--- config.mk ---
export PLATFORM = sky130hd
export DESIGN_NAME = adc_level_mon_flat
export DESIGN_NICKNAME = d
export VERILOG_FILES = /design/src/rtl/adc_level_mon_if.sv /design/src/rtl/adc_level_mon.sv /design/src/flat_wrapper.sv
export SDC_FILE = /design/constraint.sdc
export NUM_CORES = 1
export LEC_CHECK = 0
export BUFFER_PORTS_ARGS = -buffer_cell sky130_fd_sc_hd__buf_2
export CORE_UTILIZATION = 45
export DETAILED_ROUTE_END_ITERATION = 7
export PLACE_DENSITY = 0.78
export SETUP_SLACK_MARGIN = 0.5
export SLEW_MARGIN = 10
export SYNTH_ARGS = -nofsm -noshare
export SYNTH_HDL_FRONTEND = slang
export SYNTH_SLANG_ARGS = --single-unit
--- constraint.sdc ---
create_clock -name adc_clk -period 2.74 [get_ports adc_clk]
set_input_delay 0.137 -clock adc_clk [delete_from_list [all_inputs] [get_ports adc_clk]]
set_output_delay 0.137 -clock adc_clk [all_outputs]
set_load 0.02 [all_outputs]
--- src/rtl/adc_level_mon_if.sv ---
// adc_level_mon_if: configuration write and clear strobes into adc_level_mon (adc_clk domain)
interface adc_level_mon_if;
  logic        cfg_wr;
  logic [2:0]  cfg_sel;
  logic [31:0] cfg_data;
  logic        clr;
  modport master (output cfg_wr, cfg_sel, cfg_data, clr);
  modport slave (input cfg_wr, cfg_sel, cfg_data, clr);
endinterface

--- src/rtl/adc_level_mon.sv ---
// adc_level_mon: windowed ADC overflow/overload monitor with threshold counters and peak tracker.
// Define ADC_PEAK_DECAY_EN for peak-hold with exponential decay (shift register at cfg_sel 7).
module adc_level_mon #(
  parameter int ADC_BITS = 14,
  parameter int WIN_BITS = 16,
  parameter int NLEVELS = 2,
  parameter int CNT_BITS = 32,
  parameter int HOLD_WIN = 4
) (
  input  logic                        adc_clk,
  input  logic                        reset_n,
  input  logic [ADC_BITS-1:0]         adc_data,
  input  logic                        adc_ovfl,
  adc_level_mon_if.slave              cfg,
  output logic                        ovfl_pulse,
  output logic                        ovld,
  output logic                        win_done,
  output logic [ADC_BITS-2:0]         peak_mag,
  output logic [NLEVELS*CNT_BITS-1:0] lvl_count
);
  localparam int MB = ADC_BITS - 1;
  typedef enum logic [1:0] {IDLE, OVLD, HOLD} state_t;
  state_t state, state_nxt;
  logic [3:0] hold_cnt, hold_nxt;
  logic [ADC_BITS-1:0] neg;
  logic [MB-1:0] mag_in, mag_r, peak_acc, win_peak, peak_nxt;
  logic [WIN_BITS-1:0] win_ctr, ovfl_cnt, ovfl_sum, mask;
  logic ovfl_r, valid_r, close, hit_win, wr, leave, unused_ok;
  assign unused_ok = ^cfg.cfg_data;
  assign wr = cfg.cfg_wr && !cfg.clr;
  // only the most negative code has no positive twin; it saturates
  assign neg = -adc_data;
  assign mag_in = !adc_data[ADC_BITS-1] ? adc_data[MB-1:0] : neg[ADC_BITS-1] ? '1 : neg[MB-1:0];
  always_ff @(posedge adc_clk or negedge reset_n)
    if (!reset_n) begin
      mag_r <= '0;
      ovfl_r <= 1'b0;
      valid_r <= 1'b0;
    end else begin
      mag_r <= mag_in;
      ovfl_r <= adc_ovfl;
      valid_r <= !cfg.clr;
    end
  assign close = valid_r && !cfg.clr && &win_ctr;
  assign ovfl_sum = ovfl_cnt + WIN_BITS'(ovfl_r);
  assign hit_win = |(ovfl_sum & mask);
  assign win_peak = mag_r > peak_acc ? mag_r : peak_acc;
`ifdef ADC_PEAK_DECAY_EN
  logic [2:0] decay_shift;
  logic [MB-1:0] decayed;
  always_ff @(posedge adc_clk or negedge reset_n)
    if (!reset_n) decay_shift <= 3'd2;
    else if (wr && cfg.cfg_sel == 3'd7) decay_shift <= cfg.cfg_data[2:0];
  assign decayed = peak_mag - (peak_mag >> decay_shift);
  assign peak_nxt = win_peak > decayed ? win_peak : decayed;
`else
  assign peak_nxt = win_peak;
`endif
  always_ff @(posedge adc_clk or negedge reset_n)
    if (!reset_n) mask <= '1;
    else if (wr && cfg.cfg_sel == 3'd0) mask <= cfg.cfg_data[WIN_BITS-1:0];
  always_ff @(posedge adc_clk or negedge reset_n)
    if (!reset_n) begin
      win_ctr <= '0;
      ovfl_cnt <= '0;
      peak_acc <= '0;
      peak_mag <= '0;
      win_done <= 1'b0;
      ovfl_pulse <= 1'b0;
    end else if (cfg.clr) begin
      win_ctr <= '0;
      ovfl_cnt <= '0;
      peak_acc <= '0;
      peak_mag <= '0;
      win_done <= 1'b0;
      ovfl_pulse <= 1'b0;
    end else begin
      win_done <= close;
      ovfl_pulse <= close && hit_win;
      if (close) peak_mag <= peak_nxt;
      if (valid_r) begin
        win_ctr <= win_ctr + 1'b1;
        ovfl_cnt <= close ? '0 : ovfl_sum;
        peak_acc <= close ? '0 : win_peak;
      end
    end
  for (genvar k = 0; k < NLEVELS; k++) begin : g_lvl
    logic [ADC_BITS-1:0] thr;
    logic [CNT_BITS-1:0] cnt;
    logic sel, hit;
    assign sel = wr && cfg.cfg_sel == 3'(k + 1);
    // threshold MSB picks overflow counting instead of magnitude compare
    assign hit = thr[MB] ? ovfl_r : mag_r >= thr[MB-1:0];
    always_ff @(posedge adc_clk or negedge reset_n)
      if (!reset_n) begin
        thr <= '1;
        cnt <= '0;
      end else if (cfg.clr) cnt <= '0;
      else if (sel) begin
        thr <= cfg.cfg_data[ADC_BITS-1:0];
        cnt <= '0;
      end else if (valid_r && hit && !(&cnt)) cnt <= cnt + 1'b1;
    assign lvl_count[k*CNT_BITS +: CNT_BITS] = cnt;
  end
  always_ff @(posedge adc_clk or negedge reset_n)
    if (!reset_n) begin
      state <= IDLE;
      hold_cnt <= '0;
    end else begin
      state <= state_nxt;
      hold_cnt <= hold_nxt;
    end
  // hold_cnt counts clean windows seen in HOLD, including the one that entered it
  assign leave = 5'(hold_cnt) + 5'd1 >= 5'(HOLD_WIN);
  always_comb begin
    state_nxt = state;
    hold_nxt = hold_cnt;
    if (cfg.clr) begin
      state_nxt = IDLE;
      hold_nxt = '0;
    end else if (close)
      case (state)
        IDLE: state_nxt = hit_win ? OVLD : IDLE;
        OVLD: begin
          state_nxt = hit_win ? OVLD : HOLD_WIN == 1 ? IDLE : HOLD;
          hold_nxt = 4'd1;
        end
        HOLD: begin
          state_nxt = hit_win ? OVLD : leave ? IDLE : HOLD;
          hold_nxt = hold_cnt + 4'd1;
        end
        default: state_nxt = IDLE;
      endcase
  end
  always_comb ovld = state != IDLE;
endmodule

--- src/flat_wrapper.sv ---
// flat-port wrapper written by rule: the top's interface ports become plain ports
module adc_level_mon_flat 
#(
  parameter int ADC_BITS = 14,
  parameter int WIN_BITS = 16,
  parameter int NLEVELS = 2,
  parameter int CNT_BITS = 32,
  parameter int HOLD_WIN = 4
)
  (adc_clk, reset_n, adc_data, adc_ovfl, ovfl_pulse, ovld, win_done, peak_mag, lvl_count, cfg_cfg_wr, cfg_cfg_sel, cfg_cfg_data, cfg_clr);
  adc_level_mon_if cfg_i ();
  input  logic adc_clk;
  input  logic reset_n;
  input  logic [ADC_BITS-1:0] adc_data;
  input  logic adc_ovfl;
  output logic ovfl_pulse;
  output logic ovld;
  output logic win_done;
  output logic [ADC_BITS-2:0] peak_mag;
  output logic [NLEVELS*CNT_BITS-1:0] lvl_count;
  input wire logic [$bits(cfg_i.cfg_wr)-1:0] cfg_cfg_wr;
  input wire logic [$bits(cfg_i.cfg_sel)-1:0] cfg_cfg_sel;
  input wire logic [$bits(cfg_i.cfg_data)-1:0] cfg_cfg_data;
  input wire logic [$bits(cfg_i.clr)-1:0] cfg_clr;
  assign cfg_i.cfg_wr = cfg_cfg_wr;
  assign cfg_i.cfg_sel = cfg_cfg_sel;
  assign cfg_i.cfg_data = cfg_cfg_data;
  assign cfg_i.clr = cfg_clr;
  adc_level_mon #(.ADC_BITS(ADC_BITS), .WIN_BITS(WIN_BITS), .NLEVELS(NLEVELS), .CNT_BITS(CNT_BITS), .HOLD_WIN(HOLD_WIN)) u_core (.adc_clk(adc_clk), .reset_n(reset_n), .adc_data(adc_data), .adc_ovfl(adc_ovfl), .cfg(cfg_i), .ovfl_pulse(ovfl_pulse), .ovld(ovld), .win_done(win_done), .peak_mag(peak_mag), .lvl_count(lvl_count));
endmodule
Word level (Yosys, flattened, before mapping)
Index checks and enable logic that the tools add are counted.
{"block": "classes", "addsub": 7, "magnitude_cmp": 4, "eq_ne": 4, "muxes": 33, "n_bitwise": 2, "n_reduce_logical": 29}
{"op": "$mux 32", "n": 6}
{"op": "$mux 13", "n": 8}
{"op": "$mux 16", "n": 5}
{"op": "$add 32x1->32 const B", "n": 2}
{"op": "$reduce_and 32->1", "n": 2}
{"op": "$ge 13x13->1", "n": 2}
{"op": "$add 16x1->16", "n": 1}
{"op": "$add 16x1->16 const B", "n": 1}
{"op": "$and 16x16->16", "n": 1}
{"op": "$reduce_and 16->1", "n": 1}
{"op": "$reduce_or 16->1", "n": 1}
{"op": "$neg 14->14", "n": 1}
{"op": "$gt 13x13->1", "n": 1}
{"op": "$logic_and 1x1->1", "n": 11}
{"op": "$mux 2", "n": 5}
{"op": "$reduce_bool 3->1", "n": 3}
{"op": "$mux 4", "n": 2}
{"op": "$pmux 4 s2", "n": 1}
{"op": "$pmux 2 s3", "n": 1}
{"op": "$reduce_and 2->1", "n": 3}
{"op": "$reduce_bool 2->1", "n": 3}
{"op": "$add 4x1->5 const B", "n": 1}
{"op": "$ge 5x3->1 const B", "n": 1}
{"op": "$mux 1", "n": 5}
{"op": "other kinds (9)", "n": 11}
{"block": "word_totals", "regBits": 189, "wordCells": 95}

Longest topological paths before layout
Gate-level depths: netlist of the first run.
{"block": "depth", "depth_word": 7, "ltp_mapped": 10}

Least setup slack after synthesis of the first run
OpenSTA, ideal clock, no wires.
{"block": "synth_timing", "path_kind": "register to register", "startpoint": "register u_core.g_lvl[1].thr[6]", "endpoint": "register u_core.g_lvl[1].cnt[25]", "setup_time_ns": 0.078, "arrival_time_ns": 2.533, "required_time_ns": 2.662, "slack_ns": 0.128, "path_stages_with_launch": 11, "n_path_buf": 1, "period_less_slack_ns": 2.612, "path_cell_list": "dfstp_2 -> inv_1 -> ha_1 -> and4_4 -> nand3_2 -> nor4b_4 -> a21o_4 -> or3_4 -> buf_6 -> or4_1 -> a21oi_1"}
{"block": "synth_between", "elab_chain_cells": 5}
{"element": "start, declared", "line_no": "adc_level_mon.sv:88", "source": "logic [ADC_BITS-1:0] thr;"}
{"element": "start signal, assigned", "line_no": "adc_level_mon.sv:100", "source": "thr <= cfg.cfg_data[ADC_BITS-1:0];"}
{"element": "$ge 13x13->1", "line_no": "adc_level_mon.sv:93", "source": "assign hit = thr[MB] ? ovfl_r : mag_r >= thr[MB-1:0];"}
{"element": "$mux 1", "line_no": "adc_level_mon.sv:93"}
{"element": "$logic_and 1x1->1 (2 in series)", "line_no": "adc_level_mon.sv:102", "source": "end else if (valid_r && hit && !(&cnt)) cnt <= cnt + 1'b1;"}
{"element": "$reduce_bool 3->1 (no source line)"}
{"element": "end signal, assigned", "line_no": "adc_level_mon.sv:102"}
{"element": "end, declared", "line_no": "adc_level_mon.sv:89", "source": "logic [CNT_BITS-1:0] cnt;"}
No other way between the ends.
A chain may end at the register's enable or synchronous reset.

Worst setup path after layout of the first run
{"block": "layout_timing", "startpoint": "register u_core.g_lvl[0].thr[6]", "endpoint": "register u_core.g_lvl[0].cnt[22]"}
{"block": "layout_between", "elab_chain_cells": 5}
{"element": "start, declared", "line_no": "adc_level_mon.sv:88"}
{"element": "start signal, assigned", "line_no": "adc_level_mon.sv:100"}
{"element": "$ge 13x13->1", "line_no": "adc_level_mon.sv:93"}
{"element": "$mux 1", "line_no": "adc_level_mon.sv:93"}
{"element": "$logic_and 1x1->1 (2 in series)", "line_no": "adc_level_mon.sv:102"}
{"element": "$reduce_bool 3->1 (no source line)"}
{"element": "end signal, assigned", "line_no": "adc_level_mon.sv:102"}
{"element": "end, declared", "line_no": "adc_level_mon.sv:89"}
No other way between the ends.

==> results_dict.tcl, run 1 <==
set metrics [dict create \
    clk_pin_slew_ns 0.08 \
    multi_input_area_um2 5963 \
    start_util 0.4649 \
    portBuffers 117 \
    worst_pin_slew_ns 0.7389 \
    final_max_slew_viol_count 0 \
    crit_fanout 6 \
    dp_worst_setup_slack_ns 0.03617 \
    track_usage 0.2339 \
    cp.arrival_ns 3.06 \
    ys_seq_area_frac 0.4658 \
    dr.first_iter.drc_count 623 \
    vias 8991 \
    cts_tree "yes" \
    syn-cell-area_um2 10270 \
    timing.fmax_ghz 0.3736 \
    synthSimpleGateAreaFrac 0.1909 \
    rsz0062_at_grt "true" \
    drc 0 \
    synthAdderAreaFrac 0.05847 \
    grt_pass1_vias 8679 \
    vias_per_cell 5.846 \
    die_w_um 153.1 \
    core-area_um2 22090 \
    syn_area_per_cell_um2 9.849 \
    hold_viol_final 0 \
    htreeDepth 4 \
    antenna_found_initial 0 \
    syn_nets 1145 \
    drive_gt1_frac 0.3665 \
    whs_ns 0.02746 \
    routedWlPerCell_um 18.45 \
    status "finished clean" \
    ant_nets 0 \
    setup_slack_ns 0.06343 \
    power_density_nw_per_um2 534.7 \
    max_stage_delay_ns 0.56 \
    crit_slowest_cell "dfstp_2" \
    clock-sinks 189 \
    setup_viol 0 \
    final_area_um2 13490 \
    critPathCaptureType "flip-flop" \
    synth_top_family_by_area "simple AND/OR/NAND/NOR gates" \
    place.gp.congestion 0.8814 \
    numCtsBuffers 17 \
    yosys.cell_types.count 68 \
    worst_slew_margin_rel 0.5074 \
    nets 1347 \
    routed_wl_um 28370 \
    ys.flop_type "dfrtp_1" \
    die_h_um 153.1 \
    async_reset_ff_frac 1.000 \
    areaGrowthSynthToFinish_pct 31.28 \
    fin_worst_skew_ns 0.01805 \
    core.rowCount 54 \
    die_area_um2 23440 \
    worstPathCellList "inv_2 > ha_4 > nand4_1 > nor2_1 > a211oi_2 > o21a_2 > or3_4 > or4_4 > a21oi_2" \
    final-seq-area_um2 4798 \
    antennaDiodeCount 0 \
    min_period_over_period 0.9768 \
    synth_compound_area_frac 0.1238 \
    syn_inst 1043 \
    muxShareOfSynthArea 0.06382 \
    cts-root-buf "clkbuf_16" \
    clk_latency_ns 0.45 \
    synth-seq-cells 189 \
    synth_edf_count 0 \
    placed_area_um2 11350 \
    required_ns 3.13 \
    ios 134 \
    min-delay-path-class "input pin to flip-flop" \
    synth_xor_area_frac 0.05798 \
    p_leak_uw 0.005946 \
    clk_path_buf_depth 2 \
    firstDrtPassIters 5 \
    layout_min_cycle_time_ns 2.677 \
    n_fill_cell 1652 \
    criticalPathCategory "flip-flop to flip-flop" \
    ir_worst_vdd_mv 0.4567 \
    yosys_warnings 0 \
    start_kind "flip-flop" \
    grt_pass1_wl_um 43930 \
    dp_hpwl_um 17510 \
    overflow 0 \
    maxCapViolations 0 \
    grt_max_degree 90 \
]
[flip-flops by register name (all words and copies together) (netlist names), 2 cells and up]
name and cells:
u_core.mask 16, u_core.g_lvl.cnt 64, u_core.ovfl_cnt 16, u_core.hold_cnt 4, u_core.win_ctr 16, u_core.state 2
u_core.mag_r 13, u_core.peak_acc 13, u_core.g_lvl.thr 28, u_core.peak_mag 13
[layout by cell type, fill, tap and decap left out, drive strengths merged, types with 18 or more instances in the layout]
cell	instances
clkbuf	18
xnor2	23
nand3	59
inv	65
a21oi	63
nand4	26
buf	193
ha	48
o21ai	51
dlygate4sd3	28
mux2	44
nand2	91
dfrtp	145
nor2	88
xor2	45
dfstp	44
nor3	19
[power breakdown]
group,switching [µW],internal [µW],leakage [µW],total (µW)
registers,189,3110,0.00243,3290
logic,770,729,0.00325,1500
clock network,1150,1260,0.000270,2420
total,2110,5100,0.00595,7210
[critical path: cells and delay by family, from the launching register on]
kind / cells / cell delay (ns)
flops: 1 / 0.56
simple gates: 4 / 1.24
buf+inv: 1 / 0.06
compound gates: 3 / 0.51
fa+ha+maj: 1 / 0.27
[metal layers]
layer	GRT usage	wire length [µm]	up-vias
li1	-	-	4154
met3	0.04933	1355	59
met5	0	0	-
met1	0.3002	12080	4486
met2	0.3855	14290	292
met4	0.09331	646	0
[final cells by class]
class	instances	share of cell area
inverter	60	0.01670
clock buffer	17	0.03155
multi-input combinational	755	0.4422
tap	280	0.02598
clock inverter	15	0.01002
timing repair buffer	222	0.1177
sequential	189	0.3558
[synth_stat cells, types with 16 or more instances]
cell / instances / area, µm²
a21oi_1: 62 / 310.3
a22o_1: 16 / 140.1
clkbuf_1: 26 / 97.59
dfrtp_1: 145 / 3628
dfstp_2: 44 / 1156
ha_1: 48 / 600.6
inv_1: 58 / 217.7
mux2_2: 44 / 495.5
mux2i_1: 16 / 160.2
nand2_1: 91 / 341.6
nand3_1: 58 / 290.3
nand4_1: 25 / 156.4
nor2_1: 87 / 326.6
nor3_1: 18 / 90.09
nor4_1: 16 / 100.1
o21ai_0: 46 / 230.2
o31ai_1: 17 / 127.6
or4_1: 17 / 127.6
xnor2_1: 23 / 201.4
xor2_1: 45 / 394.1
[final timing paths]
check,from,to,slack [ns],cells after the start
max,u_core.g_lvl[0].thr[6],u_core.g_lvl[0].cnt[22],0.06,9
min,cfg_cfg_data[8],u_core.g_lvl[0].thr[8],0.03,2
max reg2reg,u_core.g_lvl[0].thr[6],u_core.g_lvl[0].cnt[22],0.06,9
min reg2reg,u_core.peak_acc[4],u_core.peak_acc[4],0.52,1
max in group asynchronous,reset_n,u_core.g_lvl[1].thr[4],1.62,3
min in group asynchronous,reset_n,u_core.win_ctr[9],0.33,2
[cell families (layout without fill, tap and decap cells)]
group,after synthesis,count (layout)
AO/OA/AOI/OAI,199,199
XOR/XNOR,68,68
adder cells (fa/ha/maj),48,48
buffers and inverters,101,314
flip-flops,189,189
multiplexers,60,60
AND/OR/NAND/NOR,378,380
[timing repair]
action                                  4_1_cts  5_1_grt
hold buffers                                 28        0
pin swaps                                    37       64
gates cloned                                  3        1
gates resized for setup                      89      107
endpoints found under the hold margin       105        0
endpoints found under the setup margin      104      103
setup buffers                                28       17
[per-stage QoR]
step           TNS (ns)  total power [µW]    util  instances
2_1_floorplan         0              3970       -       1043
3_3_place_gp          0              4286  0.5137       1429
3_5_place_dp          0              4347  0.5137       1429
4_1_cts               0              6986  0.5836       1520
5_1_grt        -0.06854              7527  0.6104       1538
6_report              0              7211  0.6104       1538
Power figures use the tool's default switching activity.
==> run 2, diff against run 1 <==
--- a/config.mk
+++ b/config.mk
@@ -8,7 +8,7 @@
 export BUFFER_PORTS_ARGS = -buffer_cell sky130_fd_sc_hd__buf_2
 export CORE_UTILIZATION = 45
 export DETAILED_ROUTE_END_ITERATION = 7
-export PLACE_DENSITY = 0.78
+export PLACE_DENSITY = 0.65
 export SETUP_SLACK_MARGIN = 0.5
 export SLEW_MARGIN = 10
 export SYNTH_ARGS = -nofsm -noshare
==> run 2 against run 1 <==
  * Design area grew 0.37%
  * Sequential cell count unchanged
  * Largest power group unchanged
  * Register-to-register slack is essentially flat
  * Largest cell class unchanged
  * Utilization increased by 0.23 points
  * Fmax about the same
  * Sequential share of layout area shrank 0.11 points
  * Critical path depth unchanged
  * Worst hold slack lost 0.010 ns
  * Non-clock buffer count is 5 lower
  * Via count decreased by 3.7%
  * Combinational power barely moved
  * Clock power increased by 5%
==> results_dict.tcl, run 2 (synthesis results as in run 1) <==
set metrics [dict create \
    status "finished clean" \
    maxCapViolations 0 \
    vias_per_cell 5.639 \
    largest_reg_flops 64 \
    criticalPathCategory "flip-flop to flip-flop" \
    clock-sinks 189 \
    die_h_um 153.1 \
    drive_gt1_frac 0.3732 \
    p_leak_uw 0.005972 \
    switchingPower_uw 2080 \
    rsz0062_at_grt "true" \
    placed_area_um2 11420 \
    dp_worst_setup_slack_ns 0.07366 \
    seqPwrFrac 0.450 \
    final_cell_mix "dfrtp_1, buf_2, nor2_1" \
    power_density_nw_per_um2 540.0 \
    sw_frac_of_total 0.2845 \
    track_usage 0.2317 \
    numCtsBuffers 17 \
    routed.top_layer "met4" \
    fin_worst_skew_ns 0.01368 \
    worstPathCellList "inv_2 > ha_4 > nand4_1 > nor2_1 > a211oi_2 > o21a_2 > or3_4 > or4_4 > a21oi_2" \
    ios 134 \
    cts-root-buf "clkbuf_16" \
    timing.fmax_ghz 0.3734 \
    start_util 0.4649 \
    start_kind "flip-flop" \
    firstDrtPassIters 5 \
    max_stage_delay_ns 0.54 \
    crit_slowest_cell "dfstp_2" \
    clock_power_share 0.346 \
    power_frac_comb 0.204 \
    wl_met2_um 13100 \
    routed_wl_um 26540 \
    whs_ns 0.01742 \
    internal-power_uw 5230 \
    die_area_um2 23440 \
    worst_pin_slew_ns 0.6934 \
    setup-tns-final_ns 0 \
    final_max_slew_viol_count 0 \
    met3_length_um 854 \
    nets 1343 \
    critPathCaptureType "flip-flop" \
    drc 0 \
    overflow 0 \
    min-delay-path-class "input pin to flip-flop" \
    final_area_um2 13540 \
    ir_worst_vdd_mv 0.3137 \
    min_period_over_period 0.9774 \
    top_register "u_core.g_lvl.cnt" \
    reg_top3 "u_core.g_lvl.cnt x64, u_core.g_lvl.thr x28" \
    setup_viol 0 \
    grt_max_degree 65 \
    clk_pin_slew_ns 0.07 \
    cts_tree "yes" \
    htreeDepth 4 \
    cp.arrival_ns 3.04 \
    grt_pass1_vias 8434 \
    layout_min_cycle_time_ns 2.678 \
    areaGrowthSynthToFinish_pct 31.77 \
    setup_slack_ns 0.06199 \
    dp_hpwl_um 16980 \
    place.gp.congestion 0.8578 \
    die_w_um 153.1 \
    final_common_cell "dfrtp_1" \
    portBuffers 117 \
    ant_nets 0 \
    clk_path_buf_depth 2 \
    worst_slew_margin_rel 0.5366 \
    routedWlPerCell_um 17.29 \
    antenna_found_initial 1 \
    required_ns 3.10 \
    met1_length_um 12220 \
    vias 8656 \
    grt_pass1_wl_um 43550 \
    crit_fanout 7 \
    hold_viol_final 0 \
    core.rowCount 54 \
    core-area_um2 22090 \
    dr.first_iter.drc_count 461 \
    clk_latency_ns 0.43 \
]
run 2: repair_timing:
| item | CTS | global route |
|---|---|---|
| hold buffers | 24 | 0 |
| cloned | 5 | 0 |
| hold endpoints to repair | 89 | 0 |
| setup endpoints to repair | 91 | 105 |
| setup buffers | 27 | 9 |
| pin swaps | 62 | 79 |
| resized for setup | 117 | 85 |
run 2: worst paths after layout:
check | from | end | slack [ns] | cells past startpoint
max in group asynchronous | reset_n | u_core.g_lvl[1].thr[11] | 1.71 | 3
min in group asynchronous | reset_n | u_core.win_ctr[12] | 0.25 | 2
worst min-delay path | cfg_cfg_data[11] | u_core.g_lvl[0].thr[11] | 0.02 | 2
worst max-delay path | u_core.g_lvl[0].thr[5] | u_core.g_lvl[0].cnt[22] | 0.06 | 9
worst max register to register | u_core.g_lvl[0].thr[5] | u_core.g_lvl[0].cnt[22] | 0.06 | 9
worst min register to register | u_core.mask[4] | u_core.mask[4] | 0.52 | 2
run 2: cell type report:
cell class                 instances  area, µm²
multi-input combinational        756       6001
sequential                       189       4801
tap                              280      350.3
clock inverter                    13      155.1
antenna                            1      2.502
clock buffer                      19      442.9
timing repair buffer             217       1558
fill                            1824       8558
inverter                          60      225.2
run 2: power groups by stage:
stage          clock, µW  combinational, µW  sequential, µW
5_1_grt             2720               1630            3320
4_1_cts             2590               1350            3280
2_1_floorplan          0                706            3260
3_5_place_dp           0               1030            3320
3_3_place_gp           0               1010            3310
6_report            2530               1490            3290
run 2: metrics by stage:
stage	utilization	instances	power (µW)
6_report	0.6126	1535	7310
4_1_cts	0.5928	1525	7223
5_1_grt	0.6126	1535	7670
3_5_place_dp	0.5170	1437	4345
2_1_floorplan	-	1043	3970
3_3_place_gp	0.5170	1437	4312
run 2: worst max-delay path: cells and delay by family, from the launching register on:
family	cells	cell delay, ns
DFF	1	0.54
adders and majority gates	1	0.24
AOI/OAI and AO/OA	3	0.51
buffers and inverters	1	0.05
and+or+nand+nor	4	1.26
run 2: layer usage:
metal | GRT usage | vias up
li1 | - | 4150
met5 | 0 | -
met1 | 0.3120 | 4323
met4 | 0.06638 | 0
met3 | 0.03601 | 25
met2 | 0.3864 | 158
